<file path="src/rtl/toggle_divider_pkg.sv">
// toggle_divider_pkg
//   Shared constants for the programmable toggle divider: the default
//   divisor/counter width and the values every register returns to on clr.
//   No ports; imported by toggle_divider.
package toggle_divider_pkg;

    // Default width of the divisor register and the half-period counter.
    localparam int unsigned TD_DEFAULT_WIDTH = 16;

    // Reset values. A cleared divider behaves as a plain toggle flip-flop
    // (div_r = 0 toggles q on every enabled edge).
    localparam logic        Q_RST     = 1'b0;
    localparam logic        TICK_RST  = 1'b0;
    localparam int unsigned CNT_RST   = 0;
    localparam int unsigned DIV_R_RST = 0;

endpackage

</file>
<file path="src/rtl/toggle_divider.sv">
// toggle_divider
//   Falling-edge programmable toggle divider. A WIDTH-bit loadable
//   half-period counter inverts q every div_r+1 enabled edges and raises a
//   one-cycle tick on each inversion. All state changes on the falling edge
//   of clk; every output is registered.
//
//   Optional feature (compile-time macro TOGGLE_DIVIDER_ONESHOT_EN): adds the
//   oneshot input and an internal armed flag so that a single toggle can be
//   produced per load.
//
// Ports
//   clk      in   1      clock, all state updates on its falling edge
//   clr      in   1      synchronous active-high clear (sampled on falling edge)
//   en       in   1      count enable
//   load     in   1      latch div into div_r and restart the count
//   div      in   WIDTH  half-period minus one (0 => toggle every enabled edge)
//   oneshot  in   1      only with TOGGLE_DIVIDER_ONESHOT_EN
//   q        out  1      divided output
//   tick     out  1      one-cycle pulse on each q inversion
//   count    out  WIDTH  current counter value (debug visibility)
module toggle_divider
    import toggle_divider_pkg::*;
#(
    parameter int unsigned WIDTH = TD_DEFAULT_WIDTH
) (
    input  logic             clk,
    input  logic             clr,
    input  logic             en,
    input  logic             load,
    input  logic [WIDTH-1:0] div,
`ifdef TOGGLE_DIVIDER_ONESHOT_EN
    input  logic             oneshot,
`endif
    output logic             q,
    output logic             tick,
    output logic [WIDTH-1:0] count
);

    logic [WIDTH-1:0] div_r;
    logic [WIDTH-1:0] cnt;
    logic             terminal;
    logic             hold;

    // Equality compare only: cnt is restarted at div_r, so it can never run
    // past the divisor, and the all-ones divisor wraps cleanly to 0.
    assign terminal = (cnt == div_r);
    assign count    = cnt;

`ifdef TOGGLE_DIVIDER_ONESHOT_EN
    logic armed;

    // A disarmed one-shot freezes the counter until the next load.
    assign hold = oneshot && !armed;

    always_ff @(negedge clk) begin
        if (clr) begin
            armed <= 1'b0;
        end else if (load) begin
            armed <= 1'b1;
        end else if (en && oneshot && armed && terminal) begin
            armed <= 1'b0;
        end
    end
`else
    assign hold = 1'b0;
`endif

    always_ff @(negedge clk) begin
        if (clr) begin
            q     <= Q_RST;
            tick  <= TICK_RST;
            cnt   <= WIDTH'(CNT_RST);
            div_r <= WIDTH'(DIV_R_RST);
        end else if (load) begin
            // Load wins over a coincident terminal count: restart, no toggle.
            div_r <= div;
            cnt   <= '0;
            tick  <= 1'b0;
        end else if (en && !hold) begin
            if (terminal) begin
                cnt  <= '0;
                q    <= ~q;
                tick <= 1'b1;
            end else begin
                cnt  <= cnt + 1'b1;
                tick <= 1'b0;
            end
        end else begin
            tick <= 1'b0;
        end
    end

endmodule

</file>
<file path="config.mk">
export PLATFORM = sky130hd
export DESIGN_NAME = toggle_divider
export DESIGN_NICKNAME = d
export VERILOG_FILES = /design/src/rtl/toggle_divider_pkg.sv /design/src/rtl/toggle_divider.sv
export SDC_FILE = /design/constraint.sdc
export NUM_CORES = 1
export LEC_CHECK = 0
export CAP_MARGIN = 20
export CELL_PAD_IN_SITES_DETAIL_PLACEMENT = 1
export CELL_PAD_IN_SITES_GLOBAL_PLACEMENT = 1
export CORE_MARGIN = 5
export CORE_UTILIZATION = 37
export CTS_CLUSTER_SIZE = 14
export DETAILED_ROUTE_END_ITERATION = 12
export GPL_TIMING_DRIVEN = 0
export HOLD_SLACK_MARGIN = 0.05
export PLACE_DENSITY_LB_ADDON = 0.1
export SYNTH_ARGS = -nofsm -noshare
export SYNTH_HDL_FRONTEND = slang
export SYNTH_SLANG_ARGS = --single-unit
</file>
<file path="constraint.sdc">
create_clock -name clk -period 2.1 [get_ports clk]
set_clock_uncertainty 0.1 [all_clocks]
set_input_delay 0.42 -clock clk [delete_from_list [all_inputs] [get_ports clk]]
set_output_delay 0.42 -clock clk [all_outputs]
set_load 0.1 [all_outputs]
</file>
## Word-level counts from Yosys, hierarchy flattened

Cells that the tools add are included.
Widths: inputs -> output; s select.

| operators by class | value |
|---|---|
| reduce and logical (&&, ||, !) cells | 3 |
| equal/unequal tests | 1 |
| add/subtract/negate cells | 1 |
| multiplexer cells | 2 |
| bitwise gates (word level) | 3 |

Operators with widths:

| cell | number |
|---|---|
| $add 16x1->16 const B | 1 |
| $eq 16x16->1 | 1 |
| $mux 16 | 1 |
| $not 1->1 | 3 |
| $reduce_and 3->1 | 1 |
| $reduce_or 3->1 | 1 |
| $reduce_or 2->1 | 1 |
| $mux 1 | 1 |

| storage, ports and cells | value |
|---|---|
| input bits | 20 |
| logic and storage cells | 14 |
| bits in registers | 34 |
| output and inout bits | 18 |

## Logic depth before layout (Yosys ltp)

Gate-level depths: netlist (run 1).

| depth | value |
|---|---|
| word-level depth | 2 |
| mapped depth | 7 |

==> results by group, run 1 <==
Critical path
  • CP max-delay cell: dfxtp_4
  • Crit path max-delay family: flip-flops
  • CP max stage delay: 0.38 ns
  • Reg2reg path depth: 7
  • Critical path peak fanout: 2
  • Reg2Reg Setup Slack: -0.04 ns
  • CP Data Required Time: 1.58 ns
  • Worst reg2reg startpoint: count[5]
  • Cell Chain, Critical Path: buf_12
  • Worst Setup End Kind: primary output
  • Critical setup path kind: register to primary output
  • CP Launch Type: register
  • Worst endpoint data arrival time: 1.99 ns
  • Worst R2R End: count[15]
  • Buf/Inv on CP: 1

Place
  • RePlAce Congestion: 0.724
  • Dpl cell area: 2190 um2
  • Pre-CTS setup slack: -1.06 ns
  • Post-DP HPWL: 3170 um
  • PortBufs: 37

Detailed routing
  • 1st-iter DRT viols: 65
  • Final ANT Viol Nets: 0
  • Via density: 5.19
  • Post-route DRC: 0
  • Routed Wire Length: 7440 um
  • DRT Pass-1 Iters: 4
  • Vias: 1,649
  • Drt wl/cell: 23.4 um

Clock tree
  • CTS tree: done
  • H-tree depth: 2
  • Clk_lat worst skew: 0.39 ns
  • Clock root buffer: clkbuf_8
  • Clock slew at reported path FFs: 0.07 ns
  • CTS Hold Bufs: 0
  • Clock sink count: 34
  • CTS Buf Count: 5
  • CTS max path bufs: 2

GRT
  • First-pass GRT wire length: 10,300 um
  • Number of global-route vias before repair: 1,971
  • Initial antenna violation count: 0
  • Total track usage: 22.6%
  • GRT overflow: 0
  • Largest net degree at the start of global routing: 20

Finish
  • Design area: 3030 um2
  • Area delta synth->final: 87.7%
  • Ratio of cells with drive above 1 in the final layout: 45.5%
  • # diodes: 0
  • Fillers: 434
  • Final design utilization: 70.5%
  • Nets: 287

Worst hold path
  • Min-Delay Startpoint: div_r[15]
  • Hold depth: 2
  • Worst hold path endpoint: div_r[15]
  • Hold Path Class: register to register

Yosys
  • Post-synthesis adder-cell area fraction: 0.775%
  • Number of enable flip-flop cells after synthesis: 0
  • Xor-xnor portion of the synthesized cell area: 15.7%
  • Synth warnings: 0
  • Syn_nets: 184
  • Count of cell types in the netlist: 32
  • Syn_area_per_cell: 9.90 um2
  • Mux cell area share after synthesis: 10.6%
  • Post-Synthesis Cell Area: 1610 um2
  • Post-Synth Simple-Gate Area: 24.9%
  • Seq/Total Area, Yosys: 42.2%
  • Cells after Synth: 163
  • Compound-Gate Fraction of Synth Area: 2.40%
  • Flops & latches, synth: 34
  • Async set-reset flop share out of synthesis: 0%
  • Largest family of logic cells by synthesized area: simple AND/OR/NAND/NOR gates
  • Top FF cell, synth: dfxtp_1

Power and ir drop
  • Lkg Pwr: 1.39 nW
  • Total net switching power: 668 uW
  • Net Sw Frac: 33.7%
  • Seq pwr share: 33.6%
  • Combinational share of power: 11.4%
  • Tot Pwr: 1.98 mW
  • Maximum vdd drop: 0.000604 V
  • Cell area power density: 654 nW/um2
  • Clock network power share: 55.0%
  • Internal power: 1.31 mW

STA
  • Final Hold Slack: 0.410 ns
  • Actual slew at the worst max-slew pin: 0.464 ns
  • Setup-failing EPs final: 33
  • RSZ-0062 raised after global routing: yes
  • Slew HR: 69.0%
  • Max Transition Viols Final: 0
  • Final Hold Fails: 0
  • Setup WS post-layout: -0.409 ns

Die
  • Die area: 5780 um2
  • Die height: 76.0 um
  • Row count: 24
  • Die W: 76.0 um
  • Io pins: 38
  • Initial Util: 37.6%
  • Core ar.: 4290 um2

Status
  • Run status: finished, violations left
  • Failing checks: negative setup slack

Flow run
  • Max cap viols: 0
-- routing by layer --
layer  track usage [%]  vias to the layer above  part of all wire, %
li1                  -                      751                    -
met1              24.7                      813                   40
met2              38.2                       62                   53
met3              8.39                       23                  4.2
met4              10.9                        0                  2.8
met5                 0                        -                    0
-- flip-flops by register name, indices dropped and copies added (netlist names) --
register / flops
div_r: 16
count: 16
q: 1
tick: 1
-- placed cells by master, fill, tap and decap left out, types with 2 or more instances in the layout --
cell,count
inv_1,35
buf_4,23
buf_12,21
nor2_1,21
xor2_1,21
dfxtp_4,18
dfxtp_1,16
clkdlybuf4s50_1,16
mux2i_1,15
nor2_2,10
clkbuf_8,6
buf_6,4
xor2_2,4
nand2_1,4
nor4_4,3
nor4_2,3
nor2_4,3
nand4_1,3
nand3_4,3
xnor2_2,3
nand3_2,3
nand3b_1,2
nor2b_1,2
and3_4,2
bufinv_16,2
-- kinds of logic after synthesis --
kind of cell | after synthesis
DFF | 34
xor gates and xnor gates | 29
buffers and inverters | 9
adders and majority gates | 1
and+or+nand+nor | 69
AOI/OAI and AO/OA | 4
muxes | 17
-- worst max-delay path by stage --
stage,depth (start not counted),slack (ns),end,from
6_report,1,-0.41,count[1],count[1]
5_1_grt,1,-0.42,count[1],count[1]
4_1_cts,1,-0.37,count[14],count[14]
3_5_place_dp,1,-1.06,count[2],count[2]
3_3_place_gp,1,-1.06,count[2],count[2]
2_1_floorplan,5,-0.23,count[8],en
-- cell type report --
type | count | area, um2 | share of cell area [%]
Timing Repair Buffer | 64 | 791 | 26.1
Multi-Input combinational cell | 120 | 1080 | 35.7
Clock inverter | 36 | 188 | 6.20
Inverter | 2 | 11.3 | 0.372
Tap cell | 52 | 65.1 | 2.15
Sequential cell | 34 | 748 | 24.7
Clock buffer | 5 | 68.8 | 2.27
Buffer | 5 | 76.3 | 2.52
-- metrics by stage --
| step | TNS, ns | cells |
|---|---|---|
| 6_report | -8.03 | 318 |
| 4_1_cts | -7.12 | 315 |
| 3_3_place_gp | -44.23 | 252 |
| 5_1_grt | -8.88 | 318 |
| 3_5_place_dp | -45.23 | 252 |
| 2_1_floorplan | -2.54 | 163 |
-- synth_stat cells, types with 2 or more instances --
cell	n	area share (%)
and3_1	2	0.78
nand2_1	6	1.4
mux2i_1	16	9.9
nor2_2	10	3.9
nor2b_1	2	0.78
xnor2_1	4	2.2
nand4_1	3	1.2
xor2_1	25	14
nand3_1	7	2.2
nor2_1	24	5.6
nor4_2	4	3.1
clkbuf_1	2	0.47
dfxtp_1	34	42
nand3b_1	2	0.93
nor3_1	2	0.62
inv_1	3	0.70
buf_2	2	0.62
-- worst register-to-register path: stages (launching register included) --
cell and delay [ns]:
dfxtp_4 0.37, buf_4 0.11, buf_6 0.13, nand4_1 0.38
nor4_4 0.50, nand3_2 0.17, xor2_1 0.19, nor2_1 0.06
-- timing repair --
action / in CTS / in global routing
buffers inserted: 24 / 2
pin swaps: 17 / 17
resized for setup: 186 / 29
endpoints found under the setup margin: 52 / 46
gates cloned: 0 / 1
-- power by group through the flow --
stage / clock, mW / combinational (mW) / sequential [mW]
finish: 1.09 / 0.225 / 0.666
global route: 1.18 / 0.239 / 0.667
CTS: 1.03 / 0.191 / 0.664
detailed placement: 0.101 / 0.172 / 0.675
global placement: 0.101 / 0.166 / 0.673
floorplan: 0.101 / 0.0940 / 0.684
(Power assumes the default switching activity.)
==> run 2, diff against run 1 <==
CELL_PAD_IN_SITES_DETAIL_PLACEMENT = not set   (was 1)
CELL_PAD_IN_SITES_GLOBAL_PLACEMENT = not set   (was 1)
CORE_UTILIZATION = 40   (was 37)
DONT_BUFFER_PORTS = 1   (was not set)
PLACE_DENSITY_LB_ADDON = not set   (was 0.1)
==> results by group, run 2 (same netlist as run 1, synthesis figures left out) <==
Clock tree
  • CTS max path bufs: 2
  • Clock slew at reported path FFs: 0.03 ns
  • Clock sink count: 34
  • Clock root buffer: clkbuf_8
  • CTS Hold Bufs: 0
  • H-tree depth: 2
  • CTS tree: done
  • CTS Buf Count: 5
  • Clk_lat worst skew: 0.35 ns

GRT
  • GRT overflow: 0
  • Number of global-route vias before repair: 1,360
  • Largest net degree at the start of global routing: 11
  • Total track usage: 15.2%
  • First-pass GRT wire length: 6160 um
  • Initial antenna violation count: 0

Finish
  • Multi-input gate area: 928 um2
  • Most frequent cells in the layout: inv_1, xor2_1, nor2_1
  • FF/Latch Area: 748 um2
  • # diodes: 0
  • Fillers: 371
  • Nets: 226
  • Layout Cells excl Fill: 256
  • Final design utilization: 52.5%
  • Ratio of cells with drive above 1 in the final layout: 29.1%
  • Area delta synth->final: 28.3%
  • Commonest non-fill, non-tap cell in the layout: inv_1

Detailed routing
  • DRT Pass-1 Iters: 4
  • Vias: 1,278
  • M1 wire length: 1550 um
  • Top routing layer used: met4
  • Final ANT Viol Nets: 0
  • 1st-iter DRT viols: 69
  • Via density: 4.99
  • Post-route DRC: 0
  • Drt wl/cell: 14.5 um
  • Routed Wire Length: 3710 um
  • DR WL met2: 1770 um
  • Metal3 WL: 293 um

Place
  • Placed cell count: 213
  • PortBufs: 0
  • Post-DP HPWL: 2710 um
  • RePlAce Congestion: 0.756

Critical path
  • Worst endpoint data arrival time: 1.98 ns
  • CP Launch Type: register
  • Crit path launch: count[2]
  • Worst reg2reg startpoint: count[13]
  • Worst Setup End Kind: primary output
  • Critical setup path kind: register to primary output
  • Critical path peak fanout: 8
  • Reg2Reg Setup Slack: 0.07 ns
  • CP Data Required Time: 1.58 ns

Die
  • Io pins: 38
  • Die height: 73.5 um
  • Core ar.: 3940 um2
  • Die W: 73.5 um
  • Die area: 5410 um2
  • Initial Util: 40.9%
  • Row count: 23

STA
  • Final Hold Fails: 0
  • Setup WS post-layout: -0.399 ns
  • Actual slew at the worst max-slew pin: 0.378 ns
  • Setup-failing EPs final: 18
  • Slew HR: 74.8%
  • Max Transition Viols Final: 0
  • RSZ-0062 raised after global routing: yes

Worst hold path
  • Hold Path Class: register to register
  • Min-Delay Startpoint: div_r[13]

Status
  • Failing checks: negative setup slack
  • Run status: finished, violations left

Power and ir drop
  • Cell area power density: 780 nW/um2
  • Lkg Pwr: 0.977 nW
  • Maximum vdd drop: 0.000632 V

Flow run
  • Max cap viols: 0
run 2: changes by cell type in the layout (fill, tap and decap cells not counted), sizes merged:
cell           previous run  this run
inv                      35        37
buf                      50         6
clkdlybuf4s15             1         0
bufinv                    2         1
clkdlybuf4s50            16         0
run 2: path summary, 6_finish.rpt:
kind                                   to  cells after the start
worst min-delay path            div_r[13]                      2
worst max register to register   count[9]                      6
worst min register to register  div_r[13]                      2
worst max-delay path             count[2]                      0
run 2: repair_timing:
action	in CTS	in global routing
setup buffers	0	2
pin swaps	0	3
endpoints found under the setup margin	32	30
gates resized for setup	1	1
run 2: per-layer routing:
| layer | track usage [%] | up-vias |
|---|---|---|
| met5 | 0 | - |
| met4 | 13.9 | 0 |
| li1 | - | 629 |
| met3 | 7.80 | 8 |
| met1 | 16.4 | 598 |
| met2 | 21.5 | 43 |
run 2: metrics by stage:
stage	setup TNS, ns	total power [mW]	instance area (um2)	setup slack [ns]	hold WS (ns)
2_1_floorplan	-2.54	0.880	1750	-0.232	0.380
5_1_grt	-7.23	1.73	2070	-0.432	0.429
3_5_place_dp	-5.07	0.900	1820	-0.324	0.403
6_report	-6.67	1.62	2070	-0.399	0.409
3_3_place_gp	-4.70	0.896	1820	-0.270	0.395
4_1_cts	-6.94	1.66	2050	-0.414	0.412
run 2: final cells by class:
| class | instances | share of cell area (%) |
|---|---|---|
| repair buffers | 2 | 0.725 |
| multi-input cells | 120 | 44.8 |
| clock buffers | 5 | 3.32 |
| inverters | 2 | 0.363 |
| clock inverters | 37 | 8.04 |
| flip-flops and latches | 34 | 36.1 |
| well taps | 50 | 3.02 |
| plain buffers | 6 | 3.56 |
run 2: report_power, final:
group          internal (mW)  switching, mW  leakage [nW]
clock                  0.431          0.393         0.237
sequential             0.650         0.0298         0.292
combinational         0.0551         0.0567         0.448
==> run 3, diff against run 2 <==
CORE_UTILIZATION = 50   (was 40)
==> results by group, run 3 (same netlist as run 1, synthesis figures left out) <==
Detailed routing
  • Vias: 1,285
  • Via density: 5.12
  • Routed Wire Length: 3590 um
  • 1st-iter DRT viols: 53
  • DRT Pass-1 Iters: 4
  • Post-route DRC: 0
  • Drt wl/cell: 14.3 um
  • Final ANT Viol Nets: 0

Clock tree
  • CTS Hold Bufs: 0
  • Clock slew at reported path FFs: 0.04 ns
  • CTS tree: done
  • CTS Buf Count: 5
  • Clk_lat worst skew: 0.41 ns
  • Clock root buffer: clkbuf_4
  • CTS max path bufs: 2
  • H-tree depth: 2
  • Clock sink count: 34

Place
  • Dpl cell area: 1810 um2
  • PortBufs: 0
  • RePlAce Congestion: 0.796
  • Post-DP HPWL: 2600 um

GRT
  • First-pass GRT wire length: 6000 um
  • Total track usage: 18.4%
  • GRT overflow: 0
  • Initial antenna violation count: 0
  • Number of global-route vias before repair: 1,365
  • Met2 usage: 27.8%
  • Grt met1 use: 19.7%
  • Largest net degree at the start of global routing: 11
  • Met3 GRT Util: 9.44%
  • Most crowded layer after global routing: met2

Die
  • Row count: 20
  • Initial Util: 52.4%
  • Core ar.: 3080 um2
  • Die W: 66.8 um
  • Io pins: 38
  • Die area: 4460 um2
  • Die height: 66.8 um

STA
  • Final Hold Fails: 0
  • TNS Setup: -7.62 ns
  • Max Transition Viols Final: 0
  • Slew HR: 75.2%
  • Actual slew at the worst max-slew pin: 0.372 ns
  • Setup-failing EPs final: 18
  • RSZ-0062 raised after global routing: yes
  • Setup WS post-layout: -0.461 ns

Finish
  • Most frequent cells in the layout: inv_1, xor2_1, nor2_1
  • Ratio of cells with drive above 1 in the final layout: 29.5%
  • Commonest non-fill, non-tap cell in the layout: inv_1
  • Design area: 2020 um2
  • Nets: 227
  • # diodes: 0
  • Area delta synth->final: 25.1%
  • Fillers: 276

Critical path
  • Crit path to: count[2]
  • CP Data Required Time: 1.58 ns
  • Critical path depth: 0
  • Worst Setup End Kind: primary output
  • CP Launch Type: register
  • Reg2Reg Setup Slack: 0.12 ns
  • Reg2reg path depth: 5
  • Critical setup path kind: register to primary output
  • Worst R2R End: q
  • Worst reg2reg startpoint: count[4]
  • Worst endpoint data arrival time: 2.04 ns
  • Crit path launch: count[2]
  • Critical path peak fanout: 8

Power and ir drop
  • Maximum vdd drop: 0.000504 V
  • Cell area power density: 690 nW/um2
  • Lkg Pwr: 0.947 nW

Status
  • Failing checks: negative setup slack
  • Run status: finished, violations left

Worst hold path
  • Hold Path Class: register to register

Flow run
  • Max cap viols: 0
==> run 3: changes by cell type in the layout (fill, tap and decap cells not counted) <==
cell | before | now
clkinvlp_2 | 1 | 3
nand4_4 | 0 | 1
bufinv_16 | 1 | 0
clkbuf_4 | 1 | 6
nand3_2 | 1 | 0
nand3_1 | 5 | 6
clkbuf_8 | 5 | 0
nand4_2 | 1 | 0
inv_1 | 37 | 36
buf_4 | 2 | 3
==> run 3: per-stage QoR <==
stage	util [%]	setup slack, ns	hold slack (ns)	std cells	power (mW)
floorplan	-	-0.232	0.380	163	0.880
global placement	58.8	-0.275	0.394	207	0.894
detailed placement	58.8	-0.286	0.407	207	0.899
CTS	64.6	-0.466	0.421	248	1.41
global route	65.6	-0.494	0.450	251	1.52
finish	65.6	-0.461	0.413	251	1.39
==> run 3: how the worst min path moves through the flow <==
stage	start	to	slack, ns	cells past startpoint
3_3_place_gp	div_r[8]	div_r[8]	0.39	2
5_1_grt	div_r[8]	div_r[8]	0.45	2
3_5_place_dp	div_r[10]	div_r[10]	0.41	2
4_1_cts	div_r[8]	div_r[8]	0.42	2
6_report	div_r[8]	div_r[8]	0.41	2
2_1_floorplan	div_r[0]	div_r[0]	0.38	2
==> run 3: cell type report <==
cell class,instances,area [um2],share of cell area [%]
Tap cell,44,55.1,2.73
Sequential cell,34,748,37.1
Clock inverter,37,143,7.06
Inverter,2,7.51,0.372
Multi-Input combinational cell,120,932,46.2
Clock buffer,5,37.5,1.86
Timing Repair Buffer,3,22.5,1.12
Buffer,6,73.8,3.66
==> run 3: power by group <==
group | total (mW) | switching (mW) | internal, mW | leakage (nW)
logic | 0.116 | 0.0589 | 0.0574 | 0.451
registers | 0.678 | 0.0302 | 0.647 | 0.292
clock network | 0.599 | 0.395 | 0.205 | 0.204
==> run 3: worst min-delay path: stages, from the launching register on <==
cell	delay, ns
dfxtp_1	0.33
mux2i_1	0.07
nor2_1	0.07
==> run 3: routing by layer <==
| layer | share of wire, % | routed length, um | up-vias |
|---|---|---|---|
| met2 | 47 | 1710 | 42 |
| met3 | 7.6 | 274 | 10 |
| met4 | 2.6 | 93 | 0 |
| li1 | - | - | 641 |
| met5 | 0 | 0 | - |
| met1 | 42 | 1520 | 592 |
==> run 3: timing repair <==
| action | in CTS | in global routing |
|---|---|---|
| gates resized for setup | 1 | 1 |
| pin swaps | 0 | 3 |
| setup endpoints to repair | 32 | 29 |
| setup buffers | 0 | 3 |
